[config.mk]
export PLATFORM = sky130hd
export DESIGN_NAME = fpu_issue_ctrl
export DESIGN_NICKNAME = d
export VERILOG_FILES = /design/src/rtl/fpu_issue_ctrl.sv
export SDC_FILE = /design/constraint.sdc
export NUM_CORES = 1
export LEC_CHECK = 0
export BUFFER_PORTS_ARGS = -buffer_cell sky130_fd_sc_hd__buf_2
export CORE_UTILIZATION = 35
export DETAILED_ROUTE_END_ITERATION = 10
export SYNTH_ARGS = -nofsm -noshare
export SYNTH_HDL_FRONTEND = slang
export SYNTH_SLANG_ARGS = --single-unit
[constraint.sdc]
create_clock -name clk -period 4.9 [get_ports clk]
set_clock_uncertainty 0.05 [all_clocks]
set_input_delay 0.49 -clock clk [delete_from_list [all_inputs] [get_ports clk]]
set_output_delay 0.49 -clock clk [all_outputs]
set_load 0.02 [all_outputs]
[src/rtl/fpu_issue_ctrl.sv]
// fpu_issue_ctrl: issue sequencer for the shared multi-cycle FPU.
// It accepts one FP op at a time, drives the FPU op select and counts the op's
// latency. It captures the FPU result and holds it on the writeback port until
// that port grants it. It also produces the pipeline stall while the FPU is occupied.
//
// Handshake semantics (issue side and writeback side):
//   A transfer happens in a cycle where valid and ready are both high at the
//   rising edge. The offering side keeps its payload stable while valid is high
//   and ready is low. wb_valid never depends on wb_ready. issue_ready may depend
//   on wb_ready, which lets a finished op retire and a new op be accepted in the
//   same cycle.
//
// Optional build: define FPU_ISSUE_PERF_EN to add the saturating perf_ops and
// perf_stall counters. The core behaviour is the same with or without it.
//
// Note: the reset input is named rstn but is active-high (1 = reset asserted).
module fpu_issue_ctrl #(
    parameter int DATA_W  = 32,
    parameter int TAG_W   = 5,
    parameter int LAT_W   = 4,
    parameter int MAX_LAT = 15
) (
    input  logic              clk,
    input  logic              rstn,
    input  logic              issue_valid,
    output logic              issue_ready,
    input  logic [4:0]        issue_cont,
    input  logic [LAT_W-1:0]  issue_lat,
    input  logic [TAG_W-1:0]  issue_rd,
    input  logic              issue_rd_fp,
    input  logic              flush,
    output logic              opnd_en,
    output logic [4:0]        fpu_cont,
    input  logic [DATA_W-1:0] fpu_y,
    output logic              wb_valid,
    input  logic              wb_ready,
    output logic [DATA_W-1:0] wb_data,
    output logic [TAG_W-1:0]  wb_rd,
    output logic              wb_rd_fp,
    output logic              busy,
    output logic              stall
`ifdef FPU_ISSUE_PERF_EN
    ,
    output logic [31:0]       perf_ops,
    output logic [31:0]       perf_stall
`endif
);

    typedef enum logic [1:0] {
        IDLE = 2'd0,
        BUSY = 2'd1,
        DONE = 2'd2
    } state_t;

    localparam logic [LAT_W-1:0] MAX_LAT_V = LAT_W'(MAX_LAT);

    state_t           state;
    state_t           state_nxt;
    logic [LAT_W-1:0] cnt;
    logic [LAT_W-1:0] lat_clamped;
    logic             accept;
    logic             result_cap;

    // Clamp the requested latency so the counter never loads more than MAX_LAT.
    always_comb begin
        lat_clamped = issue_lat;
        if (issue_lat > MAX_LAT_V) begin
            lat_clamped = MAX_LAT_V;
        end
    end

    // Handshake outputs. While reset is held, every output reads 0.
    always_comb begin
        issue_ready = 1'b0;
        if (!rstn && !flush) begin
            case (state)
                IDLE:    issue_ready = 1'b1;
                DONE:    issue_ready = wb_ready;
                default: issue_ready = 1'b0;
            endcase
        end
        accept     = issue_valid & issue_ready;
        opnd_en    = accept;
        stall      = !rstn & issue_valid & ~issue_ready;
        wb_valid   = (state == DONE);
        busy       = (state != IDLE);
        result_cap = (state == BUSY) && (cnt == '0) && !flush;
    end

    // Next-state logic. Flush has priority over everything else.
    always_comb begin
        state_nxt = state;
        case (state)
            IDLE: begin
                if (accept) state_nxt = BUSY;
            end
            BUSY: begin
                if (flush)           state_nxt = IDLE;
                else if (cnt == '0)  state_nxt = DONE;
            end
            DONE: begin
                if (flush)           state_nxt = IDLE;
                else if (accept)     state_nxt = BUSY;
                else if (wb_ready)   state_nxt = IDLE;
            end
            default: state_nxt = IDLE;
        endcase
    end

    // State register.
    always_ff @(posedge clk or posedge rstn) begin
        if (rstn) state <= IDLE;
        else      state <= state_nxt;
    end

    // Latency counter: load on accept, count down in BUSY, never wrap below 0.
    always_ff @(posedge clk or posedge rstn) begin
        if (rstn) begin
            cnt <= '0;
        end else if (accept) begin
            cnt <= lat_clamped;
        end else if (state == BUSY && cnt != '0) begin
            cnt <= cnt - 1'b1;
        end
    end

    // Op select and destination tag change only on accept. This keeps the FPU mux
    // stable through BUSY and DONE.
    always_ff @(posedge clk or posedge rstn) begin
        if (rstn) begin
            fpu_cont <= '0;
            wb_rd    <= '0;
            wb_rd_fp <= 1'b0;
        end else if (accept) begin
            fpu_cont <= issue_cont;
            wb_rd    <= issue_rd;
            wb_rd_fp <= issue_rd_fp;
        end
    end

    // Capture the FPU result in the last BUSY cycle. It stays held through DONE.
    always_ff @(posedge clk or posedge rstn) begin
        if (rstn)            wb_data <= '0;
        else if (result_cap) wb_data <= fpu_y;
    end

`ifdef FPU_ISSUE_PERF_EN
    // Saturating event counters for accepted ops and stalled cycles.
    always_ff @(posedge clk or posedge rstn) begin
        if (rstn) begin
            perf_ops   <= '0;
            perf_stall <= '0;
        end else begin
            if (accept && perf_ops != 32'hFFFF_FFFF) begin
                perf_ops <= perf_ops + 32'd1;
            end
            if (stall && perf_stall != 32'hFFFF_FFFF) begin
                perf_stall <= perf_stall + 32'd1;
            end
        end
    end
`endif

endmodule

# Word level (Yosys, flattened, before mapping)
# Cells that the tools add are included.
totals:
  regBits: 49
  input_bits: 52
  out_inout_bits: 48
  word_cells: 41
op_classes:
  add_sub_neg: 1
  n_lt_le_gt_ge: 1
  n_eq_ne: 5
  mux: 12
  bitwise: 4
  n_reduce_logical: 12
ops:
  columns: ["operator", "n"]
  rows:
  - ["$mux W2", 6]
  - ["$mux W4", 3]
  - ["$pmux W2 S3", 1]
  - ["$gt A4 B4 Y1 const B", 1]
  - ["$logic_and A1 B1 Y1", 4]
  - ["$logic_not A4 Y1", 1]
  - ["$ne A4 B3 Y1 const B", 1]
  - ["$reduce_bool A2 Y1", 2]
  - ["$reduce_bool A4 Y1", 1]
  - ["$sub A4 B1 Y4 const B", 1]
  - ["$and A1 B1 Y1", 3]
  - ["$ne A3 B2 Y1 const B", 1]
  - ["$reduce_and A3 Y1", 1]
  - ["$eq A2 B1 Y1 const B", 1]
  - ["$eq A2 B2 Y1 const B", 1]
  - ["$logic_not A1 Y1", 2]
  - ["$logic_not A2 Y1", 1]
  - ["$ne A2 B2 Y1 const B", 1]
  - ["$pmux W1 S2", 1]
  - ["$mux W1", 1]
  - ["$not A1 Y1", 1]

# Logic depth before layout (Yosys ltp)
# Gate-level depths: netlist of the first run.
depth:
  ltp_word: 7
  mapped_depth: 7
  mapped_depth_nobuf: 6

# Worst setup path after synthesis of the first run
# No wires, ideal clock.
synth_timing:
  path_kind: "input port to output port"
  start: "input port rstn"
  end: "output port stall"
  t_arrival_ns: 1.974
  t_required_ns: 4.360
  path_slack_ns: 2.386
  stages: 2
  n_path_buf: 0
  path_cell_list: "inv_1 -> o311a_1"
synth_via:
  elab_chain_cells: 5
  elab_cells_between_ends: 6
  classes_between: "mux (1); bitwise (3); reduce/logical (2)"
synth_rtl:
  columns: ["item", "line", "rtl"]
  rows:
  - ["start, declared", "24", "input logic rstn,"]
  - ["$logic_not A1 Y1 (no source line) (*)", null, null]
  - ["$logic_and A1 B1 Y1", "75", "if (!rstn && !flush) begin"]
  - ["$mux W1", "75", null]
  - ["$not A1 Y1", "84", "stall = !rstn & issue_valid & ~issue_ready;"]
  - ["$and A1 B1 Y1 (*)", "84", null]
  - ["end, declared", "41", "output logic stall"]
# Mark *: on every way between the ends. The rest lies on a longest branch, timed or not.

# Final worst setup path of the first run
layout_timing:
  start: "register state[1]"
  end: "output port opnd_en"
layout_via:
  elab_chain_cells: 4
  elab_cells_between_ends: 5
  classes_between: "eq/ne (1); mux (2); bitwise (1); reduce/logical (1)"
layout_rtl:
  columns: ["item", "line", "rtl"]
  rows:
  - ["start, declared", "57", "state_t state;"]
  - ["start signal, assigned", "113", "else state <= state_nxt;"]
  - ["$eq A2 B2 Y1 or $logic_not A2 Y1 (tied branches)", "76", "case (state)"]
  - ["$pmux W1 S2 (*)", "76", null]
  - ["$mux W1 (*)", "75", null]
  - ["$and A1 B1 Y1 (*)", "82", "accept = issue_valid & issue_ready;"]
  - ["end, declared", "32", "output logic opnd_en,"]
# Marks and branches as above.

==> results of run 1 <==
==> layout make-up <==
class	count	area [sq um]
multi-input combinational	95	692
sequential	49	1230
fill	495	2630
clock buffer	6	72.6
tap	70	87.6
clock inverter	2	38.8
inverter	5	20.0
timing repair buffer	100	503
==> Yosys cell counts, drive strengths merged <==
library cell	instances	area, sq um
nor2b	2	12.5
nand3b	1	7.51
dfrtp	49	1230
a22oi	1	7.51
nand4b	1	8.76
clkinv	1	5.00
mux2	33	375
ha	1	12.5
inv	4	15.0
nor3	1	5.00
nand2	38	143
o21ai	1	5.00
nor2	1	3.75
or2	1	6.26
nand3	3	15.0
mux2i	1	10.0
buf	6	36.3
xor2	1	8.76
and2b	1	7.51
nor3b	1	12.5
or4	1	7.51
o31ai	1	7.51
o211ai	1	7.51
nand2b	2	12.5
nor4	1	6.26
o311a	1	10.0
==> worst paths after layout <==
check,cells after the start,slack [ns],start,endpoint
worst min-delay path,3,0.33,issue_cont[1],fpu_cont[1]
worst max register to register,5,2.97,state[1],cnt[0]
max in group asynchronous,2,3.79,rstn,wb_data[12]
worst min register to register,2,0.43,wb_rd[4],wb_rd[4]
worst max-delay path,4,2.22,state[1],opnd_en
min in group asynchronous,2,0.39,rstn,wb_rd[4]
==> worst register-to-register path, stage by stage (launching register included) <==
cell,delay [ns]
dfrtp_1,0.41
nor2b_1,0.16
or4_1,0.77
clkinv_2,0.30
nand2_1,0.09
o211ai_1,0.08
==> through the flow <==
step	setup WS [ns]	area, sq um
finish	2.22	2640
global route	2.09	2640
CTS	2.20	2640
detailed placement	2.41	2530
global placement	2.45	2530
floorplan	2.39	1970
==> flip-flops by register name, summed over array words and instances (netlist names) <==
| register | count |
|---|---|
| wb_data | 32 |
| state | 2 |
| wb_rd_fp | 1 |
| cnt | 4 |
| wb_rd | 5 |
| fpu_cont | 5 |
==> where the power goes <==
part / total [W] / switching (W) / internal, W
Sequential: 0.000664 / 0.0000893 / 0.000575
Combinational: 0.000592 / 0.000354 / 0.000237
Clock: 0.000282 / 0.000129 / 0.000153
==> metal layers <==
layer | up-vias | share of wire, % | global-route usage [%] | routed length [um]
met4 | 0 | 1.7 | 6.23 | 68
met2 | 80 | 41 | 22.1 | 1590
met3 | 7 | 9.5 | 4.29 | 369
met1 | 660 | 48 | 19.6 | 1870
met5 | - | 0 | 0 | 0
li1 | 722 | - | - | -
==> logic make-up after synthesis <==
family	synth area share (%)
fa+ha+maj	0.634
xor+xnor	0.444
compound gates	1.90
buf+inv	2.85
flops	62.1
mux	19.5
simple gates	12.5
==> results.cfg, run 1 <==
[cts]
cts_max_path_buffers = 2
cts-root-buf = clkbuf_8
cts_made_buffers = 5
cts_hold_buffers = 0
htree_levels = 2
clkSinkCount = 49
clkTransAtPathRegs_ns = 0.08
cts.repair.resized = 0
insertion_delay_ns = 0.30
post-cts-setup-buffers = 0
cts_tree = done

[layout]
fin_util_pct = 50.1
final_common_cell = buf_2
final_cells = 327
area_growth_pct = 33.7
nets = 309
drive_gt1_share_pct = 43.6
diodes = 0
final_cell_mix = 99 x buf_2, 49 x dfrtp_1, 38 x nand2_1

[setup_path]
critPathLaunchType = flop
critical-path-max-stage-delay_ns = 0.77
cp.required_ns = 4.36
crit_slowest_cell = or4_1
path_max_fanout = 16
crit_family = simple AND/OR/NAND/NOR gates
crit_type = reg2out
endpoint_kind = output pin
crit_chain = nor2b_1, or4_1, clkinv_2, buf_2
worst-path-buf-inv = 2
cp.arrival_ns = 2.14

[synth]
synth.distinct_cells = 28
synth_nets = 208
synthCells = 155
postSynthAreaPerCell_sq_um = 12.7
syn-cell-area_sq_um = 1970
seq_area_frac_synth_pct = 62.1
yosys_register_bits = 49
yosys_warnings = 0

[timing]
max_freq_mhz = 373
finalSetupViolations = 0
finalCritPeriodShare_pct = 54.8
tightest_slew_ns = 1.00
period_needed_ns = 2.68
hold_ws_ns = 0.325
slew_headroom_pct = 33.1
rsz0062_at_grt = false
maxSlewViolCount = 0
hold_violations = 0
setup-tns-final_ns = 0

[drt]
via_per_inst = 4.49
avgRoutedWirePerCell_um = 11.9
drt_wl_total_mm = 3.90
drt_iter0_markers = 76
via_count = 1469
ant_nets = 0
drc = 0
drt_first_pass_iters = 4

[floorplan]
io_pins = 100
coreArea_sq_um = 5270
die_x_um = 77.1
rows = 26
start_util_pct = 37.5
die-area_sq_um = 5950
die_h_um = 77.1

[place]
port_buffers = 99
gp_congestion = 0.724
post-dp-hpwl_mm = 2.77
placed_cells = 319

[power_and_ir_drop]
power_density_nw_per_um2 = 583
total_power_w = 0.00154
power.leakage_nw = 1.51
vdd_drop_max_mv = 0.214

[grt]
grt_pass1_vias = 1474
grt_pass1_wl_mm = 6.73
grt_max_degree = 51
grt-ovfl-total = 0
grt_antenna_before_repair = 0
grtUsageTotal_pct = 14.7

[job]
drv_cap = 0

[run_status]
status = completed

[hold_path]
hp-class = in2reg
(Power assumes the default switching activity.)
==> run 2, diff against run 1 <==
--- a/config.mk
+++ b/config.mk
@@ -8,6 +8,7 @@
 export BUFFER_PORTS_ARGS = -buffer_cell sky130_fd_sc_hd__buf_2
 export CORE_UTILIZATION = 35
 export DETAILED_ROUTE_END_ITERATION = 10
+export PLACE_DENSITY = 0.67
 export SYNTH_ARGS = -nofsm -noshare
 export SYNTH_HDL_FRONTEND = slang
 export SYNTH_SLANG_ARGS = --single-unit
==> constraint.sdc (replaced) <==
create_clock -name clk -period 2.3 [get_ports clk]
set_clock_uncertainty 0.05 [all_clocks]
set_input_delay 0.23 -clock clk [delete_from_list [all_inputs] [get_ports clk]]
set_output_delay 0.23 -clock clk [all_outputs]
set_load 0.02 [all_outputs]
==> run 2 against run 1 <==
Die area did not move. Largest cell class unchanged. First-iteration DRC count is 63% lower. Worst hold slack lost 0.26 ns. Critical path depth stayed put. Cell count rose by 0.61%. Clock power grew 90%. Global-route usage up 0.62 points. Sequential power rose by 110%.
==> results.cfg, run 2 (same netlist as run 1, synthesis figures left out) <==
[layout]
drive_gt1_share_pct = 44.4
reg.largest.list = wb_data x32, fpu_cont x5, wb_rd x5
largest_reg_flops = 32
diodes = 0
final_cells = 329
area_growth_pct = 34.6
final_cell_mix = 99 x buf_2, 49 x dfrtp_1, 38 x nand2_1
final_common_cell = buf_2
top_register = wb_data
nets = 311

[grt]
grt-ovfl-total = 0
grt_antenna_before_repair = 0
grt_pass1_vias = 1471
grt_pass1_wl_mm = 7.04
grtUsageTotal_pct = 15.3
grt_max_degree = 50

[cts]
htree_levels = 2
cts.repair.resized = 0
insertion_delay_ns = 0.29
clkSinkCount = 49
cts_tree = done
post-cts-setup-buffers = 0
cts_max_path_buffers = 2
cts_made_buffers = 5
clkTransAtPathRegs_ns = 0.09
cts-root-buf = clkbuf_8
cts_hold_buffers = 0

[job]
drv_cap = 0

[floorplan]
io_pins = 100
start_util_pct = 37.5
die-area_sq_um = 5950
coreArea_sq_um = 5270
rows = 26
die_x_um = 77.1
die_h_um = 77.1

[timing]
setup-tns-final_ns = 0
rsz0062_at_grt = false
setup_ws_ns = 0.234
finalCritPeriodShare_pct = 89.8
hold_violations = 0
tightest_slew_ns = 0.607
period_needed_ns = 2.07
max_freq_mhz = 484
finalSetupViolations = 0
maxSlewViolCount = 0
slew_headroom_pct = 59.6

[place]
post-dp-hpwl_mm = 2.97
gp_congestion = 0.761
port_buffers = 99
placed_cells = 321
pre_cts_slack_ns = 0.470

[setup_path]
crit_family = simple AND/OR/NAND/NOR gates
worst-path-buf-inv = 2
critical-path-max-stage-delay_ns = 0.52
endpoint_kind = output pin
crit_type = reg2out
critPathLaunchType = flop
rrSetupSlack_ns = 0.45
worstReg2RegStart = cnt[0]
rr_endpoint = wb_data[3]
path_max_fanout = 16
crit_chain = nor2b_1, or4_1, clkinv_2, buf_2
cp.required_ns = 2.02
reg2reg_depth = 6
cp.arrival_ns = 1.79
crit_slowest_cell = or4_1

[hold_path]
hp-class = in2async

[power_and_ir_drop]
power.leakage_nw = 1.52
power_density_nw_per_um2 = 1210
vdd_drop_max_mv = 0.456

[drt]
ant_nets = 0
drt_first_pass_iters = 4
drt_wl_total_mm = 3.99
via_count = 1489
avgRoutedWirePerCell_um = 12.1
via_per_inst = 4.53
drc = 0
drt_iter0_markers = 28

[run_status]
status = completed
-- run 2: final cells by class --
| type | count | area [sq um] |
|---|---|---|
| repair buffers | 102 | 531 |
| well taps | 70 | 87.6 |
| fillers | 503 | 2610 |
| multi-input cells | 95 | 692 |
| inverters | 5 | 20.0 |
| clock buffers | 7 | 96.3 |
| flip-flops and latches | 49 | 1230 |
| clock inverters | 1 | 5.00 |
-- run 2: worst register-to-register path, stage by stage, from the launching register on --
cell and delay [ns]:
dfrtp_1 0.41, inv_1 0.07, ha_1 0.18, nor3b_2 0.27
nand3b_1 0.19, buf_12 0.22, mux2_1 0.34
-- run 2: power breakdown --
part           switching (W)  leakage [nW]  internal, W  total [W]
Sequential          0.000179         0.631      0.00122    0.00140
Combinational       0.000765         0.838     0.000512    0.00128
Clock               0.000265        0.0542     0.000272   0.000537
-- run 2: how the worst max path moves through the flow --
stage	startpoint	to	slack, ns	cells after the start
6_report	state[1]	opnd_en	0.23	4
5_1_grt	state[1]	opnd_en	0.13	4
4_1_cts	state[1]	opnd_en	0.21	4
3_5_place_dp	cnt[0]	wb_data[15]	0.47	6
3_3_place_gp	cnt[0]	wb_data[4]	0.53	6
2_1_floorplan	rstn	stall	0.31	2
-- run 2: stage by stage --
step | total power, W | cell area [sq um] | utilization (%) | hold WS [ns]
6_report | 0.00322 | 2660 | 50.4 | 0.0605
5_1_grt | 0.00346 | 2660 | 50.4 | 0.0649
4_1_cts | 0.00327 | 2660 | 50.4 | 0.0581
3_5_place_dp | 0.00272 | 2560 | 48.5 | 0.379
3_3_place_gp | 0.00268 | 2560 | 48.5 | 0.372
2_1_floorplan | 0.00223 | 1970 | - | 0.246
-- run 2: routing by layer --
metal  vias up  track usage (%)  wire length [um]
met3         9             4.76               339
met2        71             23.9              1770
met5         -                0                 0
li1        720                -                 -
met4         0             6.79                86
met1       689             19.4              1790
